<file path="src/rtl/chrono_pkg.sv">
// Shared definitions for the stopwatch time-keeping core.
// Holds the FSM state encodings, the BCD digit width and the per-digit
// count limits used by the centisecond/second/minute chain.
package chrono_pkg;

  typedef enum logic [1:0] {
    ST_IDLE    = 2'd0,
    ST_RUNNING = 2'd1,
    ST_SPLIT   = 2'd2,
    ST_STOPPED = 2'd3
  } chrono_state_t;

  localparam int BCD_W = 4;

  // Units digits count 0-9, seconds/minutes tens 0-5, centisecond tens 0-9.
  localparam logic [BCD_W-1:0] UNITS_MAX     = 4'd9;
  localparam logic [BCD_W-1:0] SEXA_TENS_MAX = 4'd5;
  localparam logic [BCD_W-1:0] CENT_TENS_MAX = 4'd9;

endpackage

</file>
<file path="src/rtl/bcd_digit_counter.sv">
// One BCD digit of the stopwatch carry chain.
// Ports:
//   clk, rst    - clock, synchronous active-high reset
//   clr         - synchronous clear to 0 (wins over inc)
//   inc         - advance by one; wraps to 0 after MAX_VAL
//   val         - current digit value
//   carry_out   - inc while at MAX_VAL (feeds the next digit's inc)
module bcd_digit_counter
  import chrono_pkg::*;
#(
  parameter logic [BCD_W-1:0] MAX_VAL = UNITS_MAX
) (
  input  logic             clk,
  input  logic             rst,
  input  logic             clr,
  input  logic             inc,
  output logic [BCD_W-1:0] val,
  output logic             carry_out
);

  logic [BCD_W-1:0] val_r;

  // Digit register; >= keeps the digit in range even if it was ever disturbed.
  always_ff @(posedge clk) begin
    if (rst) begin
      val_r <= 4'd0;
    end else if (clr) begin
      val_r <= 4'd0;
    end else if (inc) begin
      if (val_r >= MAX_VAL) begin
        val_r <= 4'd0;
      end else begin
        val_r <= val_r + 4'd1;
      end
    end
  end

  assign val       = val_r;
  assign carry_out = inc && (val_r >= MAX_VAL);

endmodule

</file>
<file path="src/rtl/chrono_counter.sv">
// Stopwatch time-keeping core: BCD hh:mm:ss.cc counter under a
// run/split/stop state machine with registered display digits.
// Ports:
//   clk, rst            - clock, synchronous active-high reset
//   tick_ms             - 1 ms enable; TICK_DIV of them make one centisecond
//   start_p/stop_p/split_p - one-cycle button pulses (stop > split > start)
//   cent_*/sec_*/min_*/hr_* - registered BCD digits (_0 units, _1 tens);
//                          show the split snapshot while in SPLIT
//   state, running      - registered FSM state and RUNNING|SPLIT flag
//   ovf                 - overflow flag
// Optional build macro CHRONO_OVF_STOP_EN: saturate at HR_MAX:59:59.99,
// raise ovf and force STOPPED instead of wrapping to zero.
module chrono_counter
  import chrono_pkg::*;
#(
  parameter int TICK_DIV = 10,
  parameter int HR_MAX   = 99
) (
  input  logic       clk,
  input  logic       rst,
  input  logic       tick_ms,
  input  logic       start_p,
  input  logic       stop_p,
  input  logic       split_p,
  output logic [3:0] cent_0,
  output logic [3:0] cent_1,
  output logic [3:0] sec_0,
  output logic [3:0] sec_1,
  output logic [3:0] min_0,
  output logic [3:0] min_1,
  output logic [3:0] hr_0,
  output logic [3:0] hr_1,
  output logic [1:0] state,
  output logic       running,
  output logic       ovf
);

  localparam int               PW           = (TICK_DIV > 1) ? $clog2(TICK_DIV) : 1;
  localparam logic [PW-1:0]    PRESC_LAST   = PW'(TICK_DIV - 1);
  localparam logic [BCD_W-1:0] HR_TENS_MAX  = BCD_W'(HR_MAX / 10);
  localparam logic [BCD_W-1:0] HR_UNITS_MAX = BCD_W'(HR_MAX % 10);
  localparam int               DIG_BITS     = 8 * BCD_W;

  chrono_state_t             state_r, fsm_next_s, next_state_s;
  logic [PW-1:0]             presc_r;
  logic [7:0][BCD_W-1:0]     live_s, snap_r, disp_r;
  logic [7:0]                carry_s;
  logic                      running_r;
  logic                      counting_s, inc_s, at_max_s, cnt_inc_s, cnt_clr_s;
  logic                      clr_req_s, snap_cap_s, ovf_trip_s, wrap_clr_s, ovf_s;

  assign counting_s = (state_r == ST_RUNNING) || (state_r == ST_SPLIT);
  assign inc_s      = counting_s && tick_ms && (presc_r == PRESC_LAST);

  // Hours are not a pure per-digit limit, so the full-scale point is decoded here.
  assign at_max_s = (live_s[0] == UNITS_MAX) && (live_s[1] == CENT_TENS_MAX) &&
                    (live_s[2] == UNITS_MAX) && (live_s[3] == SEXA_TENS_MAX) &&
                    (live_s[4] == UNITS_MAX) && (live_s[5] == SEXA_TENS_MAX) &&
                    (live_s[6] == HR_UNITS_MAX) && (live_s[7] == HR_TENS_MAX);

`ifdef CHRONO_OVF_STOP_EN
  logic ovf_r;

  assign ovf_trip_s = inc_s && at_max_s;
  assign wrap_clr_s = 1'b0;

  // Overflow flag: set on saturation, cleared only by reset or the clear to IDLE.
  always_ff @(posedge clk) begin
    if (rst) begin
      ovf_r <= 1'b0;
    end else if (clr_req_s) begin
      ovf_r <= 1'b0;
    end else if (ovf_trip_s || carry_s[7]) begin
      ovf_r <= 1'b1;
    end
  end

  assign ovf_s = ovf_r;
`else
  // A carry out of the hour tens digit can only mean full scale as well.
  assign ovf_trip_s = 1'b0;
  assign wrap_clr_s = (inc_s && at_max_s) || carry_s[7];
  assign ovf_s      = 1'b0;
`endif

  // Saturation suppresses the increment so the chain holds at full scale.
  assign cnt_inc_s = inc_s && !ovf_trip_s;
  assign cnt_clr_s = clr_req_s || wrap_clr_s;

  bcd_digit_counter #(.MAX_VAL(UNITS_MAX)) u_cent0 (
    .clk(clk), .rst(rst), .clr(cnt_clr_s), .inc(cnt_inc_s),  .val(live_s[0]), .carry_out(carry_s[0]));
  bcd_digit_counter #(.MAX_VAL(CENT_TENS_MAX)) u_cent1 (
    .clk(clk), .rst(rst), .clr(cnt_clr_s), .inc(carry_s[0]), .val(live_s[1]), .carry_out(carry_s[1]));
  bcd_digit_counter #(.MAX_VAL(UNITS_MAX)) u_sec0 (
    .clk(clk), .rst(rst), .clr(cnt_clr_s), .inc(carry_s[1]), .val(live_s[2]), .carry_out(carry_s[2]));
  bcd_digit_counter #(.MAX_VAL(SEXA_TENS_MAX)) u_sec1 (
    .clk(clk), .rst(rst), .clr(cnt_clr_s), .inc(carry_s[2]), .val(live_s[3]), .carry_out(carry_s[3]));
  bcd_digit_counter #(.MAX_VAL(UNITS_MAX)) u_min0 (
    .clk(clk), .rst(rst), .clr(cnt_clr_s), .inc(carry_s[3]), .val(live_s[4]), .carry_out(carry_s[4]));
  bcd_digit_counter #(.MAX_VAL(SEXA_TENS_MAX)) u_min1 (
    .clk(clk), .rst(rst), .clr(cnt_clr_s), .inc(carry_s[4]), .val(live_s[5]), .carry_out(carry_s[5]));
  bcd_digit_counter #(.MAX_VAL(UNITS_MAX)) u_hr0 (
    .clk(clk), .rst(rst), .clr(cnt_clr_s), .inc(carry_s[5]), .val(live_s[6]), .carry_out(carry_s[6]));
  bcd_digit_counter #(.MAX_VAL(HR_TENS_MAX)) u_hr1 (
    .clk(clk), .rst(rst), .clr(cnt_clr_s), .inc(carry_s[6]), .val(live_s[7]), .carry_out(carry_s[7]));

  // Next-state decode: only the highest-priority pulse legal in the state acts.
  always_comb begin
    fsm_next_s = state_r;
    clr_req_s  = 1'b0;
    snap_cap_s = 1'b0;
    case (state_r)
      ST_IDLE: begin
        if (start_p) begin
          fsm_next_s = ST_RUNNING;
          clr_req_s  = 1'b1;
        end else begin
          fsm_next_s = ST_IDLE;
        end
      end
      ST_RUNNING: begin
        if (stop_p) begin
          fsm_next_s = ST_STOPPED;
        end else if (split_p) begin
          fsm_next_s = ST_SPLIT;
          snap_cap_s = 1'b1;
        end else begin
          fsm_next_s = ST_RUNNING;
        end
      end
      ST_SPLIT: begin
        if (stop_p) begin
          fsm_next_s = ST_STOPPED;
        end else if (split_p) begin
          fsm_next_s = ST_RUNNING;
        end else begin
          fsm_next_s = ST_SPLIT;
        end
      end
      ST_STOPPED: begin
        if (split_p) begin
          fsm_next_s = ST_IDLE;
          clr_req_s  = 1'b1;
        end else if (start_p && !ovf_s) begin
          fsm_next_s = ST_RUNNING;
        end else begin
          fsm_next_s = ST_STOPPED;
        end
      end
      default: begin
        fsm_next_s = ST_IDLE;
      end
    endcase
  end

  assign next_state_s = ovf_trip_s ? ST_STOPPED : fsm_next_s;

  // State and running flag move together at the FSM edge.
  always_ff @(posedge clk) begin
    if (rst) begin
      state_r   <= ST_IDLE;
      running_r <= 1'b0;
    end else begin
      state_r   <= next_state_s;
      running_r <= (next_state_s == ST_RUNNING) || (next_state_s == ST_SPLIT);
    end
  end

  // Prescaler: divides tick_ms down to centiseconds; held while not counting.
  always_ff @(posedge clk) begin
    if (rst) begin
      presc_r <= {PW{1'b0}};
    end else if (clr_req_s) begin
      presc_r <= {PW{1'b0}};
    end else if (counting_s && tick_ms) begin
      if (presc_r == PRESC_LAST) begin
        presc_r <= {PW{1'b0}};
      end else begin
        presc_r <= presc_r + PW'(1'b1);
      end
    end
  end

  // Split snapshot: captures the pre-increment live value of the split cycle.
  always_ff @(posedge clk) begin
    if (rst) begin
      snap_r <= {DIG_BITS{1'b0}};
    end else if (clr_req_s) begin
      snap_r <= {DIG_BITS{1'b0}};
    end else if (snap_cap_s) begin
      snap_r <= live_s;
    end
  end

  // Display register: uses the current state, so it trails the FSM by one edge.
  always_ff @(posedge clk) begin
    if (rst) begin
      disp_r <= {DIG_BITS{1'b0}};
    end else if (state_r == ST_SPLIT) begin
      disp_r <= snap_r;
    end else begin
      disp_r <= live_s;
    end
  end

  assign cent_0  = disp_r[0];
  assign cent_1  = disp_r[1];
  assign sec_0   = disp_r[2];
  assign sec_1   = disp_r[3];
  assign min_0   = disp_r[4];
  assign min_1   = disp_r[5];
  assign hr_0    = disp_r[6];
  assign hr_1    = disp_r[7];
  assign state   = state_r;
  assign running = running_r;
  assign ovf     = ovf_s;

endmodule
</file>
<file path="config.mk">
export PLATFORM = sky130hd
export DESIGN_NAME = chrono_counter
export DESIGN_NICKNAME = d
export VERILOG_FILES = /design/src/rtl/chrono_pkg.sv /design/src/rtl/bcd_digit_counter.sv /design/src/rtl/chrono_counter.sv
export SDC_FILE = /design/constraint.sdc
export NUM_CORES = 1
export LEC_CHECK = 0
export CELL_PAD_IN_SITES_DETAIL_PLACEMENT = 1
export CELL_PAD_IN_SITES_GLOBAL_PLACEMENT = 1
export CORE_MARGIN = 1
export CORE_UTILIZATION = 44
export CTS_CLUSTER_DIAMETER = 30
export DETAILED_ROUTE_END_ITERATION = 7
export HOLD_SLACK_MARGIN = 0.1
export PLACE_DENSITY = 0.88
export RECOVER_POWER = 100
export SYNTH_ARGS = -nofsm -noshare
export SYNTH_HDL_FRONTEND = slang
export SYNTH_HIERARCHICAL = 1
export SYNTH_SLANG_ARGS = --single-unit
</file>
<file path="constraint.sdc">
create_clock -name clk -period 7.49 [get_ports clk]
set_clock_uncertainty 0.2 [all_clocks]
set_input_delay 1.1235 -clock clk [delete_from_list [all_inputs] [get_ports clk]]
set_output_delay 1.1235 -clock clk [all_outputs]
set_load 0.01 [all_outputs]
</file>
Word level (Yosys, flattened, before mapping)
Cells that the tools add are included.
{"block": "totals", "regBits": 103, "input_bits": 6, "out_inout_bits": 36}
{"block": "classes", "add_sub_neg": 9, "magnitude_cmp": 8, "n_eq_ne": 14, "mux": 23, "n_reduce_logical": 25}
{"cell": "4-bit by 1-bit adder with 4-bit output, second input constant", "count": 9}
{"cell": "4-bit two-way mux", "count": 9}
{"cell": "32-bit two-way mux", "count": 1}
{"cell": "4-bit == test, second input constant", "count": 7}
{"cell": "4-bit >= comparator, second input constant", "count": 6}
{"cell": "1-bit logical AND", "count": 18}
{"cell": "2-bit two-way mux", "count": 6}
{"cell": "4-bit by 3-bit == test with 1-bit output, second input constant", "count": 2}
{"cell": "4-bit by 3-bit >= comparator with 1-bit output, second input constant", "count": 2}
{"cell": "2-bit one-hot mux with 4 select lines", "count": 1}
{"cell": "2-bit == test, second input constant", "count": 3}
{"cell": "1-bit two-way mux", "count": 5}
{"cell": "2-bit by 1-bit == test with 1-bit output, second input constant", "count": 2}
{"cell": "1-bit logical OR", "count": 4}
{"cell": "2-bit OR reduction", "count": 2}
{"cell": "2-bit logical NOT", "count": 1}
{"cell": "1-bit one-hot mux with 2 select lines", "count": 1}

Longest topological paths before layout
Gate-level depths: netlist of run 1.
{"block": "depth", "ltp_word": 15, "ltp_mapped": 24}

By module
Netlist of run 1, hierarchy kept.
{"module": "chrono_counter", "n_inst": 1, "cells_each": 315, "area_per_inst_um2": 2788.9, "seq_area_each_um2": 1421.4}
{"module": "bcd_digit_counter (u_cent0 ...)", "n_inst": 6, "cells_each": 24, "area_per_inst_um2": 219.0, "seq_area_each_um2": 80.1}
{"module": "bcd_digit_counter (u_min1 ...)", "n_inst": 2, "cells_each": 30, "area_per_inst_um2": 267.8, "seq_area_each_um2": 80.1}

Least setup slack after synthesis of run 1
No wires, ideal clock.
{"block": "synth_path", "kind": "input -> register", "startpoint": "in tick_ms", "endpoint": "reg u_cent0.val_r[0], in the netlist u_cent0/val[0]", "arrival_time_ns": 5.260, "required_ns": 7.171, "slack_ns": 1.910, "stages": 22, "path_cell_list": "nand3_1 > nor3_1 > nand2_1 > nor2_1 > nand2_1 > nor2_1 > nand2_1 > nor2_1 > inv_1 > nor2_1 > nand2_1 > nor2_1 > inv_1 > nor2_1 > nand2_1 > nor2_1 > nand2_1 > nor2_1 > a211o_1 > nor2_1 > o21ai_2 > nor2_1"}
{"block": "synth_between", "elab_chain_len": 13, "word_cells_on_any_way": 14}
{"element": "from (decl)", "line": "chrono_counter.sv:21", "rtl": "input logic tick_ms,"}
{"element": "1-bit logical AND (2 in a row)", "line": "chrono_counter.sv:53", "rtl": "assign inc_s = counting_s && tick_ms && (presc_r == PRESC_LAST);"}
{"element": "via cnt_inc_s", "line": "chrono_counter.sv:49", "rtl": "logic counting_s, inc_s, at_max_s, cnt_inc_s, cnt_clr_s;"}
{"element": "1-bit logical AND", "line": "bcd_digit_counter.sv:39", "rtl": "assign carry_out = inc && (val_r >= MAX_VAL);"}
{"element": "via carry_s[0]", "line": "chrono_counter.sv:47", "rtl": "logic [7:0] carry_s;"}
{"element": "1-bit logical AND", "line": "bcd_digit_counter.sv:39"}
{"element": "via carry_s[1]", "line": "chrono_counter.sv:47"}
{"element": "1-bit logical AND", "line": "bcd_digit_counter.sv:39"}
{"element": "via carry_s[2]", "line": "chrono_counter.sv:47"}
{"element": "[... 1 more ...]"}
{"element": "via carry_s[3]", "line": "chrono_counter.sv:47"}
{"element": "[... 1 more ...]"}
{"element": "via carry_s[4]", "line": "chrono_counter.sv:47"}
{"element": "[... 1 more ...]"}
{"element": "via carry_s[5]", "line": "chrono_counter.sv:47"}
{"element": "1-bit logical AND", "line": "bcd_digit_counter.sv:39"}
{"element": "via carry_s[6]", "line": "chrono_counter.sv:47"}
{"element": "1-bit logical AND", "line": "bcd_digit_counter.sv:39"}
{"element": "via carry_s[7]", "line": "chrono_counter.sv:47"}
{"element": "1-bit logical OR", "line": "chrono_counter.sv:82", "rtl": "assign wrap_clr_s = (inc_s && at_max_s) || carry_s[7];"}
{"element": "1-bit logical OR", "line": "chrono_counter.sv:88", "rtl": "assign cnt_clr_s = clr_req_s || wrap_clr_s;"}
{"element": "via cnt_clr_s", "line": "chrono_counter.sv:49"}
{"element": "2-bit OR reduction (no line)"}
{"element": "to (signal assigned)", "line": "bcd_digit_counter.sv:33", "rtl": "val_r <= val_r + 4'd1;"}
{"element": "to (decl)", "line": "bcd_digit_counter.sv:21", "rtl": "logic [BCD_W-1:0] val_r;"}
The timed path passes the listed nets, and every way through them passes these cells.
A chain may end at the register's enable or synchronous reset.

Final worst setup path of run 1
{"block": "layout_path", "startpoint": "in tick_ms", "endpoint": "reg u_hr0.val_r[0], in the netlist u_hr0/val[0]"}
{"block": "layout_between", "elab_chain_len": 13, "word_cells_on_any_way": 14}
{"element": "1-bit logical AND (2 in a row)", "line": "chrono_counter.sv:53"}
{"element": "via cnt_inc_s", "line": "chrono_counter.sv:49"}
{"element": "1-bit logical AND", "line": "bcd_digit_counter.sv:39"}
{"element": "via carry_s[0]", "line": "chrono_counter.sv:47"}
{"element": "1-bit logical AND", "line": "bcd_digit_counter.sv:39"}
{"element": "via carry_s[1]", "line": "chrono_counter.sv:47"}
{"element": "1-bit logical AND", "line": "bcd_digit_counter.sv:39"}
{"element": "via carry_s[2]", "line": "chrono_counter.sv:47"}
{"element": "[... 1 more ...]"}
{"element": "via carry_s[3]", "line": "chrono_counter.sv:47"}
{"element": "[... 1 more ...]"}
{"element": "via carry_s[4]", "line": "chrono_counter.sv:47"}
{"element": "[... 1 more ...]"}
{"element": "via carry_s[5]", "line": "chrono_counter.sv:47"}
{"element": "1-bit logical AND", "line": "bcd_digit_counter.sv:39"}
{"element": "via carry_s[6]", "line": "chrono_counter.sv:47"}
{"element": "1-bit logical AND", "line": "bcd_digit_counter.sv:39"}
{"element": "via carry_s[7]", "line": "chrono_counter.sv:47"}
{"element": "1-bit logical OR", "line": "chrono_counter.sv:82"}
{"element": "1-bit logical OR", "line": "chrono_counter.sv:88"}
{"element": "via cnt_clr_s", "line": "chrono_counter.sv:49"}
{"element": "2-bit OR reduction (no line)"}
{"element": "to (signal assigned)", "line": "bcd_digit_counter.sv:33"}
{"element": "to (decl)", "line": "bcd_digit_counter.sv:21"}
The timed path passes the listed nets, and every way through them passes these cells.

==> results list, run 1 <==
- The flow ran to the end, but the final reports show violations.
* Failing checks: capacitance limit, slew limit
* Net count after synthesis: 554
- Setup repair after global routing left no endpoint under its margin.
* Input/output buffers: 40
- First-pass GRT wire length: 18800 µm
* Top cell type by total area after synthesis: sky130_fd_sc_hd__dfxtp_1
- Clock tree buffer depth: 2
* Area added between synthesis and finish: 15.4%
- Yosys mapped the design onto 43 distinct sky130hd cell types.
- The first detailed-routing pass ran for 4 iterations.
- Max-cap violations in this run came to 1.
- Number of synthesized flops with an enable pin: 0
- Clock latency on the worst-skew pair, taken at its later pin, is 0.39 ns.
- Global routing consumed, over all layers together, 21.6% of the routing resources.
- Counting the buffers created by CTS gives 9.
* Antenna Nets Post-Route: 0
* Routed len/inst: 15.9 µm
- For the final routed database, the setup TNS stands at 0 ns.
- Total congestion overflow after global routing: 0
* Crit path arrival time: 6.80 ns
- Portion of synthesized cell area occupied by the leading cell type: 44.5%
- Largest fanout on the critical path: 10
* Final net count: 589
- Sequential fraction of the synthesis area: 44.5%
- The routed layout has 3649 vias.
* Number of flip-flops in the largest register: 32
- Worst voltage drop across the vdd grid: 0.0000754 V
- In this run the vertical extent of the chip is 105 µm.
- Wirelength, routed: 11000 µm
- In this run the tightest slew margin relative to its limit is -43.9%.
- The post-route netlist has 6.98% of its cells at a drive strength greater than 1.
- Clock tree from TritonCTS: yes
- In the routed design, unresolved DRC markers number 0.
- Final std cells w/o fill: 695
- Floorplan die width: 105 µm
- Post-layout min period: 6.73 ns
- Entering global routing, the biggest net connects 47 pins.
- I/O pins: 42
- Routability-driven placement finished with a final weighted congestion of 0.845.
- Cell area after synthesis: 0.00464 mm²
- Post-cts hold buffer count: 0
* Final setup violation count: 0
* Req. time, crit path: 7.56 ns
- In the synthesized netlist, the number of instances is 519.
- Antenna Cells: 0
- Average cell area after synthesis: 8.94 µm²
* Area taken by multi-input logic gates: 0.00240 mm²
* Placed instance count: 679
- Top area cells in the synthesized netlist: sky130_fd_sc_hd__dfxtp_1 44%, sky130_fd_sc_hd__mux2i_1 8.2%, sky130_fd_sc_hd__ha_1 7.8%
- Antenna violations before repair: 0
- Post-CTS repair changed the size of 0 cells.
- Power density over cell area: 181 mW/mm²
- Filler Cell Count: 1215
- Clock transition at the registers of the reported paths: 0.09 ns
- CTS placed an instance of sky130_fd_sc_hd__clkbuf_8 at the clock tree root.
- The critical path is of the input pin to register type.
- In this run, synthesis produced a sequential element count of 103.
- Maximum frequency from static timing analysis: 0.149 GHz
- The H-tree was split into 3 levels.
- Number of max-slew violations in the final report: 38
- Number of placement rows: 37
* Number of global-route vias before repair: 3955
- The Yosys step of the flow raised 6 warnings.
- Using the TritonRoute via totals, the vias-per-cell ratio works out to 5.25.
* CP endpoint kind: register
* Post-CTS Setup Inserts: 0
- Detailed placement ended at an HPWL of 7370 µm.
- Register Area: 0.00206 mm²
- Count of endpoints failing hold in the final timing report: 0
- Counting every sink on the clock net gives 103.
* Most used flip-flop cell after synthesis: sky130_fd_sc_hd__dfxtp_1
- The total area inside the core boundary comes to 0.0103 mm².
- Classification of the worst-slack hold path: register to register
- The initial utilization of the core area, before any placement, comes to 45.1%.
- Total die area: 0.0110 mm²
- Of all flip-flops after synthesis, the portion carrying an async set or reset was 0%.
- At the pin with the least slew margin, the transition time is 2.16 ns.
- Initial DRC Count: 65
- Dividing the final minimum period by the clock period gives 89.9%.
- Ranked by flip-flop count, first place goes to snap_r.
- The analysis attributes to cell leakage a power of 0.00193 µW.
- Startpoint types: input pin
==> final cells by class <==
type	instances	area share, %
Sequential cell	103	38.5
Timing Repair Buffer	44	7.97
Tap cell	136	3.18
Multi-Input combinational cell	373	44.8
Inverter	23	1.61
Clock buffer	14	3.23
Clock inverter	2	0.701
==> logic make-up (layout without fill, tap and decap cells) <==
family,Yosys count,in the layout,synth area share (%)
flip-flops,103,103,44.5
other,1,1,0.0809
adder cells (fa/ha/maj),29,29,7.82
buffers and inverters,43,83,3.86
XOR/XNOR,20,20,3.78
AND/OR/NAND/NOR,216,216,22.3
multiplexers,38,38,8.20
AO/OA/AOI/OAI,69,69,9.47
==> placed cells by master (no fill, tap or decap), drive strengths merged, types with 2 or more instances in the layout <==
cell           synthesis  layout
nor2                  84      84
dfxtp                103     103
mux2i                 38      38
and4b                  3       3
nand2                 84      84
clkdlybuf4s50          0       3
a2111oi                3       3
nor3b                  6       6
nand4                  9       9
clkbuf                 8      15
nand3                  2       2
buf                   12       3
nand2b                 5       5
and3b                  2       2
xor2                  14      14
dlygate4sd3            0      37
o21ai                  9       9
nor2b                  2       2
a21oi                 42      42
nor3                   5       5
ha                    29      29
nor4bb                 4       4
a21boi                 2       2
o21a                   4       4
nor4b                  3       3
inv                   23      23
a22oi                  3       3
xnor2                  6       6
a31oi                  2       2
nand3b                 2       2
==> per-stage QoR <==
stage	hold WS, ns	utilization (%)	power (µW)	cell area, µm²	setup slack, ns
after floorplan	0.236	-	590	4640	1.91
after global placement	0.241	50.1	602	5150	0.983
after detailed placement	0.250	50.1	604	5150	0.535
after CTS	0.263	52.1	970	5360	0.806
after global routing	0.276	52.1	1000	5350	0.0820
final	0.264	52.1	966	5350	0.759
==> worst paths after layout <==
path / startpoint / end / slack, ns / depth (start not counted)
hold reg to reg: snap_r[12]$_SDFFE_PP0P_ / snap_r[12]$_SDFFE_PP0P_ / 0.26 / 2
setup / recovery: tick_ms / u_hr0/val[0]$_SDFFE_PP0P_ / 0.76 / 24
setup reg to reg: state[0]$_SDFF_PP0_ / u_hr0/val[0]$_SDFFE_PP0P_ / 1.23 / 25
hold / removal: snap_r[12]$_SDFFE_PP0P_ / snap_r[12]$_SDFFE_PP0P_ / 0.26 / 2
==> cell usage after synthesis, types with 3 or more instances <==
cell type                  count
sky130_fd_sc_hd__a21oi_1      42
sky130_fd_sc_hd__a22oi_1       3
sky130_fd_sc_hd__and4b_1       3
sky130_fd_sc_hd__buf_2        11
sky130_fd_sc_hd__clkbuf_1      8
sky130_fd_sc_hd__dfxtp_1     103
sky130_fd_sc_hd__ha_1         29
sky130_fd_sc_hd__inv_1        23
sky130_fd_sc_hd__mux2i_1      38
sky130_fd_sc_hd__nand2_1      84
sky130_fd_sc_hd__nand2b_4      3
sky130_fd_sc_hd__nand4_1       9
sky130_fd_sc_hd__nor2_1       83
sky130_fd_sc_hd__nor3_1        5
sky130_fd_sc_hd__nor3b_2       6
sky130_fd_sc_hd__nor4b_1       3
sky130_fd_sc_hd__nor4bb_1      4
sky130_fd_sc_hd__o21a_1        4
sky130_fd_sc_hd__o21ai_0       3
sky130_fd_sc_hd__o21ai_2       6
sky130_fd_sc_hd__xnor2_1       6
sky130_fd_sc_hd__xor2_1       14
==> critical path, cell delays in order <==
cell and delay, ns:
sky130_fd_sc_hd__dlygate4sd3_1 0.57, sky130_fd_sc_hd__nand3_1 0.17, sky130_fd_sc_hd__nor3_1 0.23, sky130_fd_sc_hd__buf_4 0.20, sky130_fd_sc_hd__nand2_1 0.08, sky130_fd_sc_hd__nor2_1 0.38, sky130_fd_sc_hd__nand2_1 0.18, sky130_fd_sc_hd__nor2_1 0.39
sky130_fd_sc_hd__nand2_1 0.17, sky130_fd_sc_hd__nor2_1 0.31, sky130_fd_sc_hd__inv_1 0.18, sky130_fd_sc_hd__nor2_1 0.36, sky130_fd_sc_hd__nand2_1 0.15, sky130_fd_sc_hd__nor2_1 0.31, sky130_fd_sc_hd__inv_1 0.16, sky130_fd_sc_hd__nor2_1 0.37
sky130_fd_sc_hd__nand2_1 0.16, sky130_fd_sc_hd__nor2_1 0.38, sky130_fd_sc_hd__nand2_1 0.15, sky130_fd_sc_hd__nor2_1 0.13, sky130_fd_sc_hd__a211o_1 0.31, sky130_fd_sc_hd__nor2_1 0.11, sky130_fd_sc_hd__o21ai_2 0.12, sky130_fd_sc_hd__nor2_1 0.09
==> per-layer routing <==
metal	vias to the layer above	global-route usage, %	share of wire (%)
met5	-	0	0
met4	0	9.46	2.2
met3	18	3.37	1.9
met1	1798	24.5	43
li1	1791	-	-
met2	42	39.6	53
==> report_power, final <==
group          internal (µW)  switching, µW  total, µW
Sequential               548          0.804        549
Clock                    183            193        376
Combinational           12.5           29.1       41.5
Power figures use the tool's default switching activity.
==> inputs of run 2 (changes only) <==
--- a/config.mk
+++ b/config.mk
@@ -9,11 +9,12 @@
 export CELL_PAD_IN_SITES_GLOBAL_PLACEMENT = 1
 export CORE_MARGIN = 1
 export CORE_UTILIZATION = 44
-export CTS_CLUSTER_DIAMETER = 30
+export CTS_CLUSTER_DIAMETER = 150
 export DETAILED_ROUTE_END_ITERATION = 7
 export HOLD_SLACK_MARGIN = 0.1
 export PLACE_DENSITY = 0.88
 export RECOVER_POWER = 100
+export REMOVE_ABC_BUFFERS = 1
 export SYNTH_ARGS = -nofsm -noshare
 export SYNTH_HDL_FRONTEND = slang
 export SYNTH_HIERARCHICAL = 1
==> run 2 against run 1 <==
Combinational power shrank 1%. Via count about the same. Fmax fell by 1.1%. Clock power is 6.4% lower. Hold slack got worse by 0.0015 ns. Critical path type unchanged. Largest power group unchanged. The run ends with DRC, capacitance limit, slew limit left.
==> results list, run 2 (same netlist as run 1, synthesis figures left out) <==
- The run finished, with violations left.
* Failing checks: DRC, capacitance limit, slew limit
* Power density over cell area: 177 mW/mm²
* RD Place Congestion: 0.871
- Placed instance count: 679
- In the routed design, unresolved DRC markers number 2.
- Clock sink count: 103
- The area growth from synthesis to layout is 14.9%.
* Number of placement rows: 37
- After clock tree synthesis, the repair step resized 0 gates.
- Root Driver: sky130_fd_sc_hd__clkbuf_8
* Register with the most flip-flops: snap_r
- Fraction of final layout cells sized beyond drive strength 1: 6.80%
* Slew at the pin closest to its max-slew limit: 2.15 ns
- For this run, the post-layout net count is 589.
* Post-route clock period utilization: 90.9%
- The library cell used most frequently in the layout, excluding fill and tap cells, is sky130_fd_sc_hd__dfxtp_1.
* Number of max-slew violations in the final report: 38
* Routed len/inst: 15.4 µm
- Entering global routing, the biggest net connects 47 pins.
- Input/output buffers: 40
- STA puts the critical path data required time at 7.55 ns.
- Timing analysis after detailed placement gives a worst setup slack of 0.759 ns.
- DR vias/cell: 5.25
- The tightest min-delay check is of the register to register type.
- CP endpoint kind: register
- CTS H-tree depth: 3
* DPL Wire Length: 7110 µm
- Antenna Nets Post-Route: 0
- Clock latency on the worst-skew pair, taken at its later pin, is 0.37 ns.
* Wirelength, routed: 10700 µm
* Floorplan die width: 105 µm
* Final std cells w/o fill: 695
* Clock transition at the registers of the reported paths: 0.09 ns
* CORE AREA: 0.0103 mm²
- The number of global-route vias before repair is 3789.
- Starting density of the core: 45.1%
* Count of endpoints failing hold in the final timing report: 0
* Worst voltage drop across the vdd grid: 0.0000796 V
- After layout, the minimum clock period comes to 6.81 ns.
- Antenna violations before repair: 0
* Max-cap viol count: 1
* Number of flip-flops in the largest register: 32
- Filler Cell Count: 1215
- Measured along the y axis, the die boundary spans 105 µm.
* Antenna Cells: 0
- Startpoint-to-endpoint class of the critical path: input pin to register
* Clock tree from TritonCTS: yes
- Data on the critical path arrives at its endpoint at 6.86 ns.
* Maximum frequency from static timing analysis: 0.147 GHz
- Clock tree buffer depth: 2
* Smallest setup slack after layout: 0.684 ns
- Setup total negative slack on the finished layout was measured at 0 ns.
- Total die area: 0.0110 mm²
- The library cells used most frequently in the layout, excluding fill and tap cells, are 103 x sky130_fd_sc_hd__dfxtp_1, 84 x sky130_fd_sc_hd__nand2_1, 83 x sky130_fd_sc_hd__nor2_1.
- Fin Hold WS: 0.262 ns
- Post-cts hold buffer count: 0
* First-pass GRT wire length: 18300 µm
- In the global route stage, overall resource usage came out at 20.6%.
- Buffers inserted during clock tree synthesis total 9.
- Post-CTS Setup Inserts: 0
* Total congestion overflow after global routing: 0
* Startpoint types: input pin
* Worst-case headroom to the max-slew limit: -43.5%
* I/O pins: 42
- Along the worst path, the maximum fanout reaches 10.
* Final setup violation count: 0
- Summing over every cut layer, the via total after detailed routing is 3646.
* Initial DRC Count: 114
- The pre-antenna-repair detailed-routing pass consisted of 6 iterations.
* Setup repair after global routing missed its margin: false
- Summed over all cells, the static leakage comes to 0.00191 µW.
-- run 2: metal layers --
layer	global-route usage [%]	vias up	wire [µm]
li1	-	1793	-
met1	24.7	1791	4750
met2	37.1	51	5590
met3	2.81	11	252
met4	7.85	0	134
met5	0	-	0
-- run 2: worst paths after layout --
check | startpoint | endpoint | slack (ns) | depth (start not counted)
max | tick_ms | u_hr0/val[0]$_SDFFE_PP0P_ | 0.68 | 24
min reg2reg | snap_r[26]$_SDFFE_PP0P_ | snap_r[26]$_SDFFE_PP0P_ | 0.26 | 2
max reg2reg | state[0]$_SDFF_PP0_ | u_hr0/val[0]$_SDFFE_PP0P_ | 1.10 | 25
min | snap_r[26]$_SDFFE_PP0P_ | snap_r[26]$_SDFFE_PP0P_ | 0.26 | 2
-- run 2: area by class of cell --
type,instances,area [µm²],share of cell area [%]
inverters,23,86.3,1.62
repair buffers,44,423,7.93
well taps,136,170,3.19
clock inverters,6,70.1,1.31
flip-flops and latches,103,2060,38.7
multi-input cells,373,2390,44.9
clock buffers,10,128,2.39
-- run 2: power by group --
group	leakage (µW)	switching (µW)	internal (µW)
sequential	0.000830	0.898	548
clock	0.0000891	196	156
combinational	0.000990	28.7	12.3
-- run 2: stage by stage --
step,instance area (µm²),total power [µW],util (%)
finish,5330,943,51.9
global placement,5150,602,50.1
detailed placement,5150,604,50.1
CTS,5350,954,52.0
global route,5330,979,51.9
floorplan,4550,585,-
-- run 2: worst max-delay path, stage by stage --
cell	delay, ns
sky130_fd_sc_hd__clkdlybuf4s50_1	0.51
sky130_fd_sc_hd__nand3_1	0.20
sky130_fd_sc_hd__nor3_1	0.18
sky130_fd_sc_hd__clkbuf_1	0.28
sky130_fd_sc_hd__nand2_1	0.14
sky130_fd_sc_hd__nor2_1	0.35
sky130_fd_sc_hd__nand2_1	0.16
sky130_fd_sc_hd__nor2_1	0.40
sky130_fd_sc_hd__nand2_1	0.18
sky130_fd_sc_hd__nor2_1	0.33
sky130_fd_sc_hd__inv_1	0.17
sky130_fd_sc_hd__nor2_1	0.36
sky130_fd_sc_hd__nand2_1	0.16
sky130_fd_sc_hd__nor2_1	0.31
sky130_fd_sc_hd__inv_1	0.16
sky130_fd_sc_hd__nor2_1	0.38
sky130_fd_sc_hd__nand2_1	0.16
sky130_fd_sc_hd__nor2_1	0.36
sky130_fd_sc_hd__nand2_1	0.16
sky130_fd_sc_hd__nor2_1	0.13
sky130_fd_sc_hd__a211o_1	0.31
sky130_fd_sc_hd__nor2_1	0.13
sky130_fd_sc_hd__o21ai_2	0.13
sky130_fd_sc_hd__nor2_1	0.09
